File: src/rtl/vga_timing_gen.sv
// vga_timing_gen: parametrised VGA raster timing with registered, mutually aligned outputs
// Counters and outputs advance only on clk edges qualified by pix_ce and run.
module vga_timing_gen #(
  parameter int H_ACTIVE = 640,
  parameter int H_FP     = 16,
  parameter int H_SYNC   = 96,
  parameter int H_BP     = 48,
  parameter int V_ACTIVE = 480,
  parameter int V_FP     = 10,
  parameter int V_SYNC   = 2,
  parameter int V_BP     = 33,
  parameter bit HS_POL   = 1'b0,
  parameter bit VS_POL   = 1'b0,
  parameter int CW       = 11
) (
  input  logic          clk,
  input  logic          resetn,
  input  logic          pix_ce,
  input  logic          run,
  output logic          vga_h_sync,
  output logic          vga_v_sync,
  output logic          de,
  output logic [CW-1:0] x,
  output logic [CW-1:0] y,
  output logic          line_start,
  output logic          frame_start,
  output logic          vblank
);
  localparam int H_TOTAL = H_ACTIVE + H_FP + H_SYNC + H_BP;
  localparam int V_TOTAL = V_ACTIVE + V_FP + V_SYNC + V_BP;
  localparam logic [CW-1:0] HT_M1 = CW'(H_TOTAL - 1);
  localparam logic [CW-1:0] VT_M1 = CW'(V_TOTAL - 1);
  localparam logic [CW-1:0] HA    = CW'(H_ACTIVE);
  localparam logic [CW-1:0] VA    = CW'(V_ACTIVE);
  localparam logic [CW-1:0] HS_B  = CW'(H_ACTIVE + H_FP);
  localparam logic [CW-1:0] HS_E  = CW'(H_ACTIVE + H_FP + H_SYNC - 1);
  localparam logic [CW-1:0] VS_B  = CW'(V_ACTIVE + V_FP);
  localparam logic [CW-1:0] VS_E  = CW'(V_ACTIVE + V_FP + V_SYNC - 1);

  if (H_ACTIVE < 1 || H_FP < 1 || H_SYNC < 1 || H_BP < 1 ||
      V_ACTIVE < 1 || V_FP < 1 || V_SYNC < 1 || V_BP < 1 || CW < 1 || CW > 30 ||
      longint'(H_TOTAL - 1) >= (longint'(1) << CW) ||
      longint'(V_TOTAL - 1) >= (longint'(1) << CW)) begin : g_bad_params
    $error("vga_timing_gen: illegal timing parameters or CW too narrow");
  end

  logic [CW-1:0] r_hc, r_vc, r_x, r_y;
  logic          r_hs, r_vs, r_de, r_ls, r_fs, r_vb;
  logic          w_h_end, w_v_end, w_hs_act, w_vs_act;
  logic [CW-1:0] w_hc_nxt, w_vc_nxt;

  always_comb begin
    w_h_end  = r_hc == HT_M1;
    w_v_end  = r_vc == VT_M1;
    w_hc_nxt = w_h_end ? '0 : r_hc + CW'(1);
    w_vc_nxt = w_h_end ? (w_v_end ? '0 : r_vc + CW'(1)) : r_vc;
    w_hs_act = (r_hc >= HS_B) && (r_hc <= HS_E);
    w_vs_act = (r_vc >= VS_B) && (r_vc <= VS_E);
  end

  // Outputs describe the pre-increment pixel, so all signals share one pixel of latency.
  always_ff @(posedge clk or negedge resetn) begin
    if (!resetn) begin
      r_hc <= '0;
      r_vc <= '0;
      r_x  <= '0;
      r_y  <= '0;
      r_de <= 1'b0;
      r_vb <= 1'b0;
      r_ls <= 1'b0;
      r_fs <= 1'b0;
      r_hs <= ~HS_POL;
      r_vs <= ~VS_POL;
    end else if (!run) begin
      r_hc <= '0;
      r_vc <= '0;
      r_x  <= '0;
      r_y  <= '0;
      r_de <= 1'b0;
      r_vb <= 1'b0;
      r_ls <= 1'b0;
      r_fs <= 1'b0;
      r_hs <= ~HS_POL;
      r_vs <= ~VS_POL;
    end else if (pix_ce) begin
      r_hc <= w_hc_nxt;
      r_vc <= w_vc_nxt;
      r_x  <= r_hc;
      r_y  <= r_vc;
      r_de <= (r_hc < HA) && (r_vc < VA);
      r_vb <= r_vc >= VA;
      r_ls <= r_hc == '0;
      r_fs <= (r_hc == '0) && (r_vc == '0);
      r_hs <= w_hs_act ? HS_POL : ~HS_POL;
      r_vs <= w_vs_act ? VS_POL : ~VS_POL;
    end else begin
      r_ls <= 1'b0;
      r_fs <= 1'b0;
    end
  end

  assign vga_h_sync  = r_hs;
  assign vga_v_sync  = r_vs;
  assign de          = r_de;
  assign x           = r_x;
  assign y           = r_y;
  assign line_start  = r_ls;
  assign frame_start = r_fs;
  assign vblank      = r_vb;
endmodule
File: config.mk
export PLATFORM = sky130hd
export DESIGN_NAME = vga_timing_gen
export DESIGN_NICKNAME = d
export VERILOG_FILES = /design/src/rtl/vga_timing_gen.sv
export SDC_FILE = /design/constraint.sdc
export NUM_CORES = 1
export LEC_CHECK = 0
export CORE_UTILIZATION = 45
export DETAILED_ROUTE_END_ITERATION = 7
export MAX_ROUTING_LAYER = met4
export PLACE_DENSITY = 0.64
export SYNTH_ARGS = -nofsm -noshare
export SYNTH_HDL_FRONTEND = slang
export SYNTH_SLANG_ARGS = --single-unit
File: constraint.sdc
create_clock -name clk -period 2.1 [get_ports clk]
set_input_delay 0.21 -clock clk [delete_from_list [all_inputs] [get_ports clk]]
set_output_delay 0.21 -clock clk [all_outputs]
set_load 0.02 [all_outputs]
==> impl_metrics.yaml, run 1 <==
run_status:
  status: "completed"
synthesis:
  synth_edf_count: 0
  synth_most_common_cell: "dfrtp_1"
  syn_area_um2: 2540
  synth_flop_cell: "dfrtp_1"
  synth_top_area_cell: "dfrtp_1"
  synth_cell_type_count: 48
  synth_top_area_share: 0.4729
  synth_cells: 248
  syn-num-nets: 257
  avgSynthCellArea_um2: 10.24
  async_reset_ff_frac: 1.000
  synth_warnings: 0
  ys_seq_area_frac: 0.4936
  ys_seq_elements: 50
  synth_commonest_cells: "48 x dfrtp_1, 33 x nor2_1, 24 x mux2i_1, 15 x nand2_1, 13 x nand3_1"
  synth_top_cells_by_area: "dfrtp_1 47%, mux2i_1 9.5%, nor2_1 4.9%, nand3_1 2.6%, ha_1 2.5%"
clocking:
  cts.sinks: 50
  cts_resized: 0
  cts_buffers: 5
  clockRootBuffer: "clkbuf_8"
  cts_setup_buffers: 0
  cts_tree: "done"
  clockBufferDepth: 2
  postCtsHoldBufs: 0
  htreeDepth: 2
  clkSlewWorstSetupHoldPaths_ns: 0.09
  clk_latency_ns: 0.30
sta:
  rsz0062_at_grt: "false"
  setup-tns-final_ns: 0
  report.final.slew_viol_count: 0
  period_share: 0.8930
  max_freq_ghz: 0.5333
  hold_viol: 0
  hold_ws_ns: 0.001323
  setup_viol: 0
  finalClockSkew_ns: 0.008848
  slew_headroom: 0.5843
  worst_pin_slew_ns: 0.6235
  fin_crit_ns: 1.875
grt:
  grt_pass1_wl_um: 9860
  grt_max_degree: 51
  use_met2: 0.3115
  top_usage_layer: "met2"
  grt_use_total: 0.2167
  antenna_found_initial: 0
  gr-usage-met3: 0.04286
  met1_usage: 0.3102
  grt_pass1_vias: 1958
  grt-ovfl-total: 0
worst_setup_path:
  arrival_ns: 2.11
  regToRegStartpoint: "r_hc[3]"
  rrSetupSlack_ns: 0.22
  rr_endpoint: "r_vc[3]"
  ff2ff_path_depth: 4
  worstSetupEndpointType: "flip-flop"
  critPathLaunchType: "flip-flop"
  worst-path-max-fanout: 12
  path_class: "flip-flop to flip-flop"
  worstPathRequired_ns: 2.34
pwr:
  seqPwrFrac: 0.568
  ir_drop_v: 0.0003345
  combPwrFrac: 0.106
  clockPowerShare: 0.327
  sw_frac_of_total: 0.2462
  leakagePower_nw: 1.355
  power.switching_w: 0.0004311
  intPower_w: 0.001320
  power_density_nw_per_um2: 570.2
route:
  drt_iter0_drc: 121
  drc_errors: 0
  wire_per_inst_um: 16.05
  viasPerCell: 5.554
  num_vias: 1994
  drt_pass1_iterations: 4
  postRouteAntennaNets: 0
  wirelength_um: 5763
placed_design:
  dp.cells: 351
  placedInstanceArea_um2: 2979
  port_buffers: 31
  hpwl_um: 4099
  place_congestion: 0.8993
job:
  drv_cap: 0
die:
  die_w_um: 77.13
  num_rows: 26
  pin_count: 32
  start_util: 0.4820
  coreArea_um2: 5270
  die_area_um2: 5949
  die_h_um: 77.13
min_path:
  hp-class: "primary input to asynchronous set/reset pin"
final_layout:
  final_nets: 297
  utilization: 0.5826
  final_cells: 359
  diodes: 0
  fin_area_um2: 3070
  drive_gt1_frac: 0.1107
  syn_to_final_growth_pct: 20.89
==> how the worst max path moves through the flow <==
| stage | start | to | slack, ns | cells after the start |
|---|---|---|---|---|
| floorplan | r_hc[0] | r_vc[7] | 0.37 | 6 |
| global placement | run | r_vc[3] | 0.25 | 5 |
| detailed placement | pix_ce | vga_h_sync | 0.27 | 6 |
| CTS | r_hc[1] | r_vc[3] | 0.25 | 5 |
| global route | r_hc[1] | r_vc[9] | 0.07 | 5 |
| finish | r_hc[3] | r_vc[3] | 0.22 | 4 |
==> flip-flops by register name (all words and copies together), names as in the netlist <==
| signal | flops |
|---|---|
| y | 11 |
| x | 11 |
| r_hc | 11 |
| vga_v_sync | 1 |
| frame_start | 1 |
| line_start | 1 |
| vblank | 1 |
| de | 1 |
| r_vc | 11 |
| vga_h_sync | 1 |
==> area by class of cell <==
| class | instances | area (µm²) |
|---|---|---|
| clock buffer | 7 | 86.33 |
| clock inverter | 1 | 5.005 |
| fill | 469 | 2200 |
| inverter | 7 | 26.28 |
| multi-input combinational | 176 | 1179 |
| sequential | 50 | 1254 |
| tap | 70 | 87.58 |
| timing repair buffer | 48 | 432.9 |
==> through the flow <==
step	setup slack, ns	power [W]
floorplan	0.3670	0.001113
global placement	0.2453	0.001199
detailed placement	0.2690	0.001199
CTS	0.2549	0.001771
global route	0.06938	0.001833
finish	0.2248	0.001751
==> power by group through the flow <==
stage                     Sequential (W)  Clock [W]  Combinational [W]
after CTS                       0.000994   0.000591           0.000187
after global placement           0.00101          0           0.000187
final                           0.000994   0.000572           0.000185
after detailed placement         0.00101          0           0.000186
after floorplan                  0.00102          0          0.0000906
after global routing            0.000997   0.000630           0.000207
==> layer usage <==
metal  vias to the layer above  share of wire
li1                        964              -
met1                       959           0.51
met2                        67           0.43
met3                         4          0.050
met4                         0         0.0087
met5                         -              0
==> cell families (layout without fill, tap and decap cells) <==
family,count (synthesis),count (layout),share of synthesized area
muxes,24,24,0.09458
AOI/OAI and AO/OA,33,33,0.09656
DFF,50,50,0.4936
xor gates and xnor gates,6,6,0.02069
adders and majority gates,5,5,0.02463
and+or+nand+nor,108,108,0.2276
buffers and inverters,22,63,0.04236
==> cell usage in the layout, fill, tap and decap left out, types with 7 or more instances in the layout <==
| master | Yosys | final |
|---|---|---|
| buf_4 | 0 | 17 |
| nand2_1 | 15 | 15 |
| nor2_1 | 33 | 33 |
| dfrtp_1 | 48 | 48 |
| clkdlybuf4s50_1 | 0 | 30 |
| nand3_1 | 13 | 13 |
| mux2i_1 | 24 | 24 |
| nand4_1 | 7 | 7 |
==> worst max-delay path, stage by stage, from the launching register on <==
cell and delay, ns:
dfrtp_1 0.48, and2_1 0.42, a41oi_4 0.30, or4_1 0.53, nand3_1 0.09
Note: power is estimated with default switching activity, not from simulation.
==> run 2: changes to the inputs <==
--- a/config.mk
+++ b/config.mk
@@ -5,10 +5,12 @@
 export SDC_FILE = /design/constraint.sdc
 export NUM_CORES = 1
 export LEC_CHECK = 0
-export CORE_UTILIZATION = 45
+export CELL_PAD_IN_SITES_DETAIL_PLACEMENT = 1
+export CELL_PAD_IN_SITES_GLOBAL_PLACEMENT = 1
+export CORE_UTILIZATION = 43
 export DETAILED_ROUTE_END_ITERATION = 7
 export MAX_ROUTING_LAYER = met4
-export PLACE_DENSITY = 0.64
+export PLACE_DENSITY = 0.76
 export SYNTH_ARGS = -nofsm -noshare
 export SYNTH_HDL_FRONTEND = slang
 export SYNTH_SLANG_ARGS = --single-unit
==> run 2 against run 1 <==
Compared with the run above:
- largest power group unchanged
- maximum frequency shrank 2.5%
- largest cell class unchanged
- combinational power is essentially flat
- die area grew 4.5%
- sequential power is essentially flat
- wire length grew 11%
==> impl_metrics.yaml, run 2 (synthesized netlist as in run 1, its figures left out) <==
worst_setup_path:
  worstSetupEndpointType: "flip-flop"
  crit_buf_inv: 0
  worstPathRequired_ns: 2.33
  cp_cell_sequence: "ha_2 > and4bb_1 > a41oi_4 > or3_1 > a21oi_1"
  path_class: "flip-flop to flip-flop"
  critPathLaunchType: "flip-flop"
  slowest_stage: "dfrtp_1"
  arrival_ns: 2.15
  critPathTopFamily: "simple AND/OR/NAND/NOR gates"
  slowest_delay_ns: 0.42
  worst-path-max-fanout: 12
route:
  wirelength_um: 6381
  wire_per_inst_um: 17.63
  postRouteAntennaNets: 0
  num_vias: 2043
  drt_pass1_iterations: 4
  drc_errors: 0
  drt_iter0_drc: 114
  viasPerCell: 5.644
grt:
  grt_max_degree: 27
  grt_use_total: 0.2355
  grt-ovfl-total: 0
  met1_usage: 0.3351
  top_usage_layer: "met2"
  grt_pass1_wl_um: 10970
  antenna_found_initial: 0
  use_met2: 0.3522
  gr-usage-met3: 0.04138
  grt_pass1_vias: 2077
clocking:
  cts_tree: "done"
  cts.sinks: 50
  cts_buffers: 5
  cts_setup_buffers: 0
  clk_latency_ns: 0.31
  htreeDepth: 2
  clkSlewWorstSetupHoldPaths_ns: 0.09
  clockRootBuffer: "clkbuf_8"
  clockBufferDepth: 2
die:
  num_rows: 27
  start_util: 0.4529
  coreArea_um2: 5608
  pin_count: 32
  die_w_um: 78.86
  die_h_um: 78.86
  die_area_um2: 6218
final_layout:
  final_common_cell: "dfrtp_1"
  fin_area_um2: 3113
  regArea_um2: 1254
  diodes: 0
  drive_gt1_frac: 0.1103
  utilization: 0.5551
  syn_to_final_growth_pct: 22.56
  final_nets: 298
  multi_input_area_um2: 1181
  fillers: 646
  final_cell_mix: "48 x dfrtp_1, 33 x nor2_1, 30 x clkdlybuf4s50_1, 24 x mux2i_1, 16 x buf_4"
sta:
  fin_crit_ns: 1.923
  setup-tns-final_ns: 0
  finalClockSkew_ns: 0.004315
  setup_viol: 0
  worst_pin_slew_ns: 0.6276
  hold_viol: 0
  period_share: 0.9157
  slew_headroom: 0.5816
  max_freq_ghz: 0.5200
  rsz0062_at_grt: "false"
  report.final.slew_viol_count: 0
placed_design:
  place_congestion: 0.8336
  port_buffers: 31
  placedInstanceArea_um2: 2994
  hpwl_um: 4654
min_path:
  hp-class: "primary input to asynchronous set/reset pin"
pwr:
  power_density_nw_per_um2: 595.2
  ir_drop_v: 0.0003447
  leakagePower_nw: 1.364
job:
  drv_cap: 0
run_status:
  status: "completed"
run 2: area by class of cell:
cell class / count / share of cell area
multi-input combinational: 176 / 0.3794
sequential: 50 / 0.4027
timing repair buffer: 49 / 0.1463
tap: 72 / 0.02894
inverter: 7 / 0.008441
clock inverter: 1 / 0.009646
clock buffer: 7 / 0.02452
run 2: routing by layer:
layer	part of all wire	vias to the layer above
li1	-	963
met1	0.51	1035
met2	0.45	38
met3	0.031	7
met4	0.0094	0
met5	0	-
run 2: worst paths after layout:
kind / start / to / slack (ns) / depth (start not counted)
max: r_hc[1] / r_vc[4] / 0.18 / 5
min: resetn / x[6] / 0.45 / 2
max reg2reg: r_hc[1] / r_vc[4] / 0.18 / 5
min reg2reg: vga_h_sync / vga_h_sync / 0.52 / 1
max in group asynchronous: resetn / r_vc[7] / 1.10 / 3
min in group clk: vga_h_sync / vga_h_sync / 0.52 / 1
run 2: repair_timing:
item                                    4_1_cts  5_1_grt
hold buffers                                  1        0
hold endpoints to repair                     23        0
endpoints found under the setup margin        0        3
gates resized for setup                       0        1
run 2: stage by stage:
stage | total power, W | hold WS (ns) | cells | setup slack, ns
after floorplan | 0.001113 | -0.08559 | 248 | 0.3670
after global placement | 0.001195 | 0.2582 | 353 | 0.2408
after detailed placement | 0.001201 | 0.2613 | 353 | 0.1433
after CTS | 0.001882 | 0.4609 | 362 | 0.1150
after global routing | 0.001932 | 0.5040 | 362 | 0.03295
final | 0.001853 | 0.4494 | 362 | 0.1769
run 2: power breakdown:
group / leakage, nW / internal [W] / switching, W / total [W]
sequential: 0.685 / 0.000980 / 0.0000168 / 0.000997
combinational: 0.627 / 0.0000727 / 0.000113 / 0.000185
clock: 0.0524 / 0.000357 / 0.000314 / 0.000671
